**src/rtl/arb_pkg.sv**
```systemverilog
// Shared constants and state encoding for the 4-way active-low round-robin arbiter.
package arb_pkg;

  localparam int         N_REQ    = 4;
  localparam logic [3:0] GNT_NONE = 4'b1111;

  typedef enum logic [1:0] {
    ST_IDLE  = 2'd0,
    ST_GRANT = 2'd1,
    ST_GAP   = 2'd2
  } arb_state_t;

endpackage

```
**src/rtl/arb_rr_4_active_low_decoder.sv**
```systemverilog
// 2-to-4 decoder with active-low enable and active-low one-hot outputs.
module decoder_2_to_4_active_low (
  input  logic       i_enable_n,
  input  logic [1:0] i_sel,
  output logic [3:0] o_dec_n
);

  always_comb begin
    o_dec_n = 4'b1111;
    if (!i_enable_n) begin
      case (i_sel)
        2'd0:    o_dec_n = 4'b1110;
        2'd1:    o_dec_n = 4'b1101;
        2'd2:    o_dec_n = 4'b1011;
        default: o_dec_n = 4'b0111;
      endcase
    end
  end

endmodule

```
**src/rtl/arb_rr_4_active_low.sv**
```systemverilog
// Round-robin arbiter for 4 active-low requesters driving active-low chip-selects,
// with a hold limit and a mandatory one-cycle all-high gap between owners.
module arb_rr_4_active_low
  import arb_pkg::*;
#(
  parameter int MAX_HOLD = 8,
  parameter int HOLD_W   = 4
) (
  input  logic             clk,
  input  logic             rst_n,
  input  logic             enable_n,
  input  logic [N_REQ-1:0] req_n,
  output logic [N_REQ-1:0] gnt_n,
  output logic [1:0]       gnt_id,
  output logic             busy,
  output logic             timeout_p
);

  // Handshake: a requester holds req_n[i] low while it wants the resource; it owns
  // the resource exactly while gnt_n[i] is low, and releases by raising req_n[i].

  arb_state_t       r_state;
  logic [3:0]       r_gnt_n;
  logic [1:0]       r_gnt_id;
  logic [HOLD_W-1:0] r_hold_cnt;
  logic             r_busy;
  logic             r_timeout_p;

  arb_state_t       w_state_nxt;
  logic [3:0]       w_gnt_n_nxt;
  logic [1:0]       w_gnt_id_nxt;
  logic [HOLD_W-1:0] w_hold_nxt;
  logic             w_timeout_nxt;
  logic             w_eligible;
  logic [1:0]       w_winner;
  logic [3:0]       w_dec_n;
  logic             w_owner_rel;
  logic             w_hold_done;

  // First low request searching last+1 .. last+4; descending loop lets the nearest win.
  function automatic logic [1:0] rr_pick(input logic [N_REQ-1:0] req_v_n,
                                         input logic [1:0]       last);
    logic [1:0] idx;
    rr_pick = last;
    for (int k = N_REQ; k >= 1; k--) begin
      idx = last + 2'(k);
      if (!req_v_n[idx]) rr_pick = idx;
    end
  endfunction

  assign w_eligible  = !enable_n && (req_n != GNT_NONE);
  assign w_winner    = rr_pick(req_n, r_gnt_id);
  assign w_owner_rel = req_n[r_gnt_id];
  assign w_hold_done = (r_hold_cnt == HOLD_W'(MAX_HOLD - 1));

  decoder_2_to_4_active_low u_dec (
    .i_enable_n (1'b0),
    .i_sel      (w_winner),
    .o_dec_n    (w_dec_n)
  );

  // gnt_id doubles as last_id: it always names the current or most recent owner.
  always_comb begin
    w_state_nxt   = r_state;
    w_gnt_n_nxt   = GNT_NONE;
    w_gnt_id_nxt  = r_gnt_id;
    w_hold_nxt    = r_hold_cnt;
    w_timeout_nxt = 1'b0;
    case (r_state)
      ST_IDLE, ST_GAP: begin
        if (w_eligible) begin
          w_state_nxt  = ST_GRANT;
          w_gnt_n_nxt  = w_dec_n;
          w_gnt_id_nxt = w_winner;
          w_hold_nxt   = '0;
        end else begin
          w_state_nxt  = ST_IDLE;
        end
      end
      ST_GRANT: begin
        if (w_owner_rel || enable_n || w_hold_done) begin
          w_state_nxt   = ST_GAP;
          w_timeout_nxt = w_hold_done && !w_owner_rel && !enable_n;
        end else begin
          w_gnt_n_nxt   = r_gnt_n;
          w_hold_nxt    = r_hold_cnt + HOLD_W'(1);
        end
      end
      default: w_state_nxt = ST_IDLE;
    endcase
  end

  always_ff @(posedge clk or negedge rst_n) begin
    if (!rst_n) begin
      r_state     <= ST_IDLE;
      r_gnt_n     <= GNT_NONE;
      r_gnt_id    <= 2'd3;
      r_hold_cnt  <= '0;
      r_busy      <= 1'b0;
      r_timeout_p <= 1'b0;
    end else begin
      r_state     <= w_state_nxt;
      r_gnt_n     <= w_gnt_n_nxt;
      r_gnt_id    <= w_gnt_id_nxt;
      r_hold_cnt  <= w_hold_nxt;
      r_busy      <= (w_gnt_n_nxt != GNT_NONE);
      r_timeout_p <= w_timeout_nxt;
    end
  end

  assign gnt_n     = r_gnt_n;
  assign gnt_id    = r_gnt_id;
  assign busy      = r_busy;
  assign timeout_p = r_timeout_p;

endmodule

```
**config.mk**
```make
export PLATFORM = sky130hd
export DESIGN_NAME = arb_rr_4_active_low
export DESIGN_NICKNAME = d
export VERILOG_FILES = /design/src/rtl/arb_pkg.sv /design/src/rtl/arb_rr_4_active_low_decoder.sv /design/src/rtl/arb_rr_4_active_low.sv
export SDC_FILE = /design/constraint.sdc
export NUM_CORES = 1
export LEC_CHECK = 0
export BUFFER_PORTS_ARGS = -buffer_cell sky130_fd_sc_hd__buf_2
export CORE_ASPECT_RATIO = 0.7
export CORE_UTILIZATION = 30
export CTS_CLUSTER_DIAMETER = 120
export DETAILED_ROUTE_END_ITERATION = 12
export PLACE_DENSITY = 0.45
export SYNTH_ARGS = -nofsm -noshare
export SYNTH_HDL_FRONTEND = slang
export SYNTH_SLANG_ARGS = --single-unit
```
**constraint.sdc**
```tcl
create_clock -name clk -period 2.5 [get_ports clk]
set_input_delay 0.125 -clock clk [delete_from_list [all_inputs] [get_ports clk]]
set_output_delay 0.125 -clock clk [all_outputs]
set_load 0.05 [all_outputs]
```
**Yosys cells after proc, flatten, opt, wreduce, memory -nomap -nowiden**

Index checks and enable logic that the tools add are counted.

- $add $sub $neg: 4
- $lt $le $gt $ge: 4
- Equal/unequal tests: 10
- Muxes and demuxes: 23
- Reductions and logical operators: 13

Operators with widths:

| kind | number |
|---|---|
| 2-to-1 mux 4 bit | 4 |
| case mux 4 bit (2 select lines) | 2 |
| less-than comparator 2 x 3 -> 1 bit (second input constant) | 4 |
| case mux 4 bit (3 select lines) | 1 |
| binary-select mux 1 bit (select 2 bit) | 4 |
| 2-to-1 mux 2 bit | 4 |
| inequality test 4 bit (second input constant) | 2 |
| 2-to-1 mux 1 bit | 7 |
| inequality test 2 bit (second input constant) | 3 |
| adder 2 bit (second input constant) | 2 |
| adder 4 x 1 -> 4 bit (second input constant) | 1 |
| equality test 2 x 1 -> 1 bit (second input constant) | 2 |
| equality test 2 bit (second input constant) | 2 |
| equality test 4 x 3 -> 1 bit (second input constant) | 1 |
| logical NOT 2 bit | 2 |
| case mux 2 bit (2 select lines) | 1 |
| logical AND 1 bit | 3 |
| AND reduction 3 bit | 1 |
| adder 2 x 1 -> 2 bit (second input constant) | 1 |
| logical NOT 1 bit | 2 |
| logical OR 1 bit | 2 |
| AND reduction 2 bit | 1 |
| nonzero test 2 bit | 1 |
| OR reduction 2 bit | 1 |

- Register bits after elaboration: 14
- Bits of input ports: 7
- Output and inout bits: 8
- Word-level logic and storage cells: 60

**Longest topological paths before layout**

- Depth after elaboration: 11
- Gate-level depth with buffers: 6
- Depth with buffers taken out: 4

**Modules after synthesis**

A second synthesis with hierarchy kept.

- Cells, all modules: 68
- Area total of the unflattened synthesis: 723.2 um^2

By module, submodules not included:

| module | instances | cells each | area each (um^2) | seq. area each (um^2) |
|---|---|---|---|---|
| arb_rr_4_active_low | 1 | 64 | 691.9 | 357.8 |
| decoder_2_to_4_active_low | 1 | 4 | 31.3 | 0.0 |

**Worst setup path after synthesis**

OpenSTA, ideal clock, no wires.

- Path type: reg2reg
- From: reg r_gnt_id[1], in the netlist gnt_id[1]
- To: reg r_hold_cnt[0]
- Library setup time: 123 ps
- Data arrival time: 1995 ps
- Required time: 2377 ps
- Setup slack: 383 ps
- Cell stages (with the launch flop): 7
- Buffers on the path: 2
- Period minus slack after synthesis: 2117 ps
- Cell sequence: dfstp_2 buf_6 mux4_2 a311o_1 buf_6 nand3_1 o21ai_1

- Word-level cells in the longest chain between the ends: 6

RTL lines:

| what | line | text |
|---|---|---|
| from (decl) | arb_rr_4_active_low.sv:24 | `logic [1:0] r_gnt_id;` |
| from (signal assigned) | arb_rr_4_active_low.sv:104 | `r_gnt_id <= w_gnt_id_nxt;` |
| binary-select mux 1 bit (select 2 bit) | arb_rr_4_active_low.sv:53 | `assign w_owner_rel = req_n[r_gnt_id];` |
| 2-to-1 mux 1 bit (implied by the code) | arb_rr_4_active_low.sv:53 |  |
| logical OR 1 bit (2 in series) | arb_rr_4_active_low.sv:81 | `if (w_owner_rel \|\| enable_n \|\| w_hold_done) begin` |
| inequality test 2 bit (no line) | - |  |
| AND reduction 3 bit (no line) | - |  |
| to (signal assigned) | arb_rr_4_active_low.sv:105 | `r_hold_cnt <= w_hold_nxt;` |
| to (decl) | arb_rr_4_active_low.sv:25 | `logic [HOLD_W-1:0] r_hold_cnt;` |

No other way between the ends. The select of a mux whose other input is x is not followed.
A chain may end at the register's enable or synchronous reset.

**Worst setup path in the final report**

- From: reg r_gnt_id[1], in the netlist gnt_id[1]
- To: reg r_hold_cnt[3]

Same word-level chain as after synthesis.

==> results.toml <==
[die]
coreArea_um2 = 2170
die_x_um = 59.6
num_rows = 14
io-pin-count = 15
die_y_um = 42.3
die-area_um2 = 2520
start_util_pct = 32.1

[synthesis]
yosysSeqAreaShare_pct = 51.3
syn_area_um2 = 697
avgSynthCellArea_um2 = 10.9
synth_nets = 72
synth_ff_type = "dfrtp_1"
synth_edf_count = 0
synthCells = 64
synth-seq-cells = 14
ys_warn_count = 0
ys_types = 31
synthArstFlopShare_pct = 100

[timing]
rsz0062_at_grt = "false"
fin_setup_tns_ns = 0
setup_violations = 0
drv_slew = 0
max-slew-margin-rel_pct = 53.8
finClkSkew_ns = 0.00849
hold_violations = 0
max_freq_mhz = 464
fin_crit_sh_pct = 86.1
whs_ns = 0.246
timing.final.ws_setup_ns = 0.347
worst_slew_pin_slew_ns = 0.689
layout_min_cycle_time_ns = 2.15

[finish]
final_area_um2 = 827
area_growth_pct = 18.7
diodes = 0
nets = 89
fillers = 246
final_common_cell = "buf_2"
fin_util_pct = 38.1
drive_gt1_share_pct = 36.3
final_cells = 112
layout_common_cells = "14 x buf_2, 8 x dfrtp_1, 7 x nor2_1"

[placement]
dpl.hpwl_um = 998
dp_slack_ns = 0.384
place_congestion = 0.733
placed_cell_area_um2 = 781
dp_cells = 107
port_buffers = 14

[route]
drc = 0
wl_mm = 1.36
detail_route.vias_per_cell = 4.72
drt_iter0_markers = 21
antenna_left = 0
vias = 529
routedWlPerCell_um = 12.1
firstDrtPassIters = 4

[clock_network]
tritoncts = "yes"
cts-resized-gates = 0
cts_buffer_depth = 2
path_clk_slew_ns = 0.08
cts.sinks = 14
postCtsSetupBuffers = 0
clockRootBuffer = "clkbuf_4"
cts_htree_levels = 1
numCtsBuffers = 3
clkLatencyLatePin_ns = 0.28

[worst_hold_path]
hp-class = "input pin to asynchronous set/reset pin"

[worst_setup_path]
r2r-end = "r_hold_cnt[3]$_DFFE_PN0P_"
reg2reg_depth = 4
path_cells = "mux4_2 -> a311o_1 -> o211ai_1 -> o31ai_1"
critPathRequiredTime_ns = 2.65
crit_arrival_ns = 2.30
endpoint_kind = "flop"
max_stage_delay_ns = 0.63
startpoint_type = "flop"
cp_num_buf_inv = 0
crit_type = "flop to flop"
cp_slowest_cell = "dfstp_2"
cp_max_fo = 13
r2r_setup_slack_ns = 0.35
crit_family = "compound AO/OA/AOI/OAI gates"
r2r-start = "gnt_id[1]$_DFFE_PN1P_"

[global_route]
grt_max_degree = 15
grt_use_total_pct = 12.4
antenna_found_initial = 0
gr-total-overflow = 0
grt_pass1_vias = 499
grt_pass1_wl_mm = 2.22

[power_and_ir_drop]
power.leakage_nw = 0.361
ir_drop_mv = 0.395
finalPower_mw = 0.883
power_density_nw_per_um2 = 1070

[run]
cap_violations = 0

[run_status]
status = "finished, final reports clean"
registers in the layout (all words and copies together), names as in the netlist:
register,count
timeout_p,1
gnt_n,4
r_hold_cnt,4
gnt_id,2
r_state,2
busy,1
how the worst max path moves through the flow:
stage                     startpoint                         to  cells after the start
5_1_grt        gnt_id[1]$_DFFE_PN1P_  r_hold_cnt[3]$_DFFE_PN0P_                      4
2_1_floorplan  gnt_id[1]$_DFFE_PN1P_  r_hold_cnt[0]$_DFFE_PN0P_                      6
3_5_place_dp   gnt_id[1]$_DFFE_PN1P_  r_hold_cnt[3]$_DFFE_PN0P_                      4
4_1_cts        gnt_id[1]$_DFFE_PN1P_  r_hold_cnt[3]$_DFFE_PN0P_                      4
3_3_place_gp   gnt_id[1]$_DFFE_PN1P_  r_hold_cnt[3]$_DFFE_PN0P_                      4
6_report       gnt_id[1]$_DFFE_PN1P_  r_hold_cnt[3]$_DFFE_PN0P_                      4
cell families after synthesis:
family / Yosys count / synth area share [%]
adders and majority gates: 1 / 1.80
buffers and inverters: 5 / 4.85
and+or+nand+nor: 22 / 15.8
AOI/OAI and AO/OA: 19 / 19.9
muxes: 3 / 6.28
DFF: 14 / 51.3
worst reg2reg max path: cells and delay by family, from the launching register on:
family         cells  cell delay, ns
flip-flops         1            0.63
multiplexers       1            0.54
AO/OA/AOI/OAI      3            0.84
cells in the mapped netlist, drive strengths merged (2+ instances only):
library cell  n  share of area (%)
nand2         5                2.7
o21ai         4                2.9
a21o          2                2.2
a21oi         3                2.2
inv           2                1.1
or2           2                1.8
dfrtp         8                 29
dfstp         6                 23
nor2          7                3.8
nand3         3                2.2
o32a          2                2.9
buf           2                3.2
power breakdown:
part,leakage [nW],switching (mW),total [mW],internal [mW]
sequential,0.170,0.0646,0.367,0.303
combinational,0.169,0.231,0.355,0.124
clock,0.0210,0.0713,0.160,0.0887
final cells by class:
| cell class | count | area [µm²] | area share, % |
|---|---|---|---|
| clock buffers | 4 | 36.3 | 4.39 |
| inverters | 2 | 7.51 | 0.908 |
| multi-input cells | 45 | 305 | 36.9 |
| flip-flops and latches | 14 | 358 | 43.3 |
| well taps | 32 | 40.0 | 4.84 |
| repair buffers | 15 | 80.1 | 9.68 |
what timing repair did:
action | in CTS | in global routing
setup endpoints to repair | 0 | 0
hold buffers | 1 | 0
hold endpoints to repair | 14 | 0
per-layer routing:
layer / global-route usage, % / up-vias / part of all wire (%)
met5: 0 / - / 0
met4: 4.19 / 0 / 0.81
met3: 6.48 / 3 / 5.1
met2: 16.2 / 11 / 42
met1: 17.3 / 241 / 52
li1: - / 274 / -
Power figures use the tool's default switching activity.
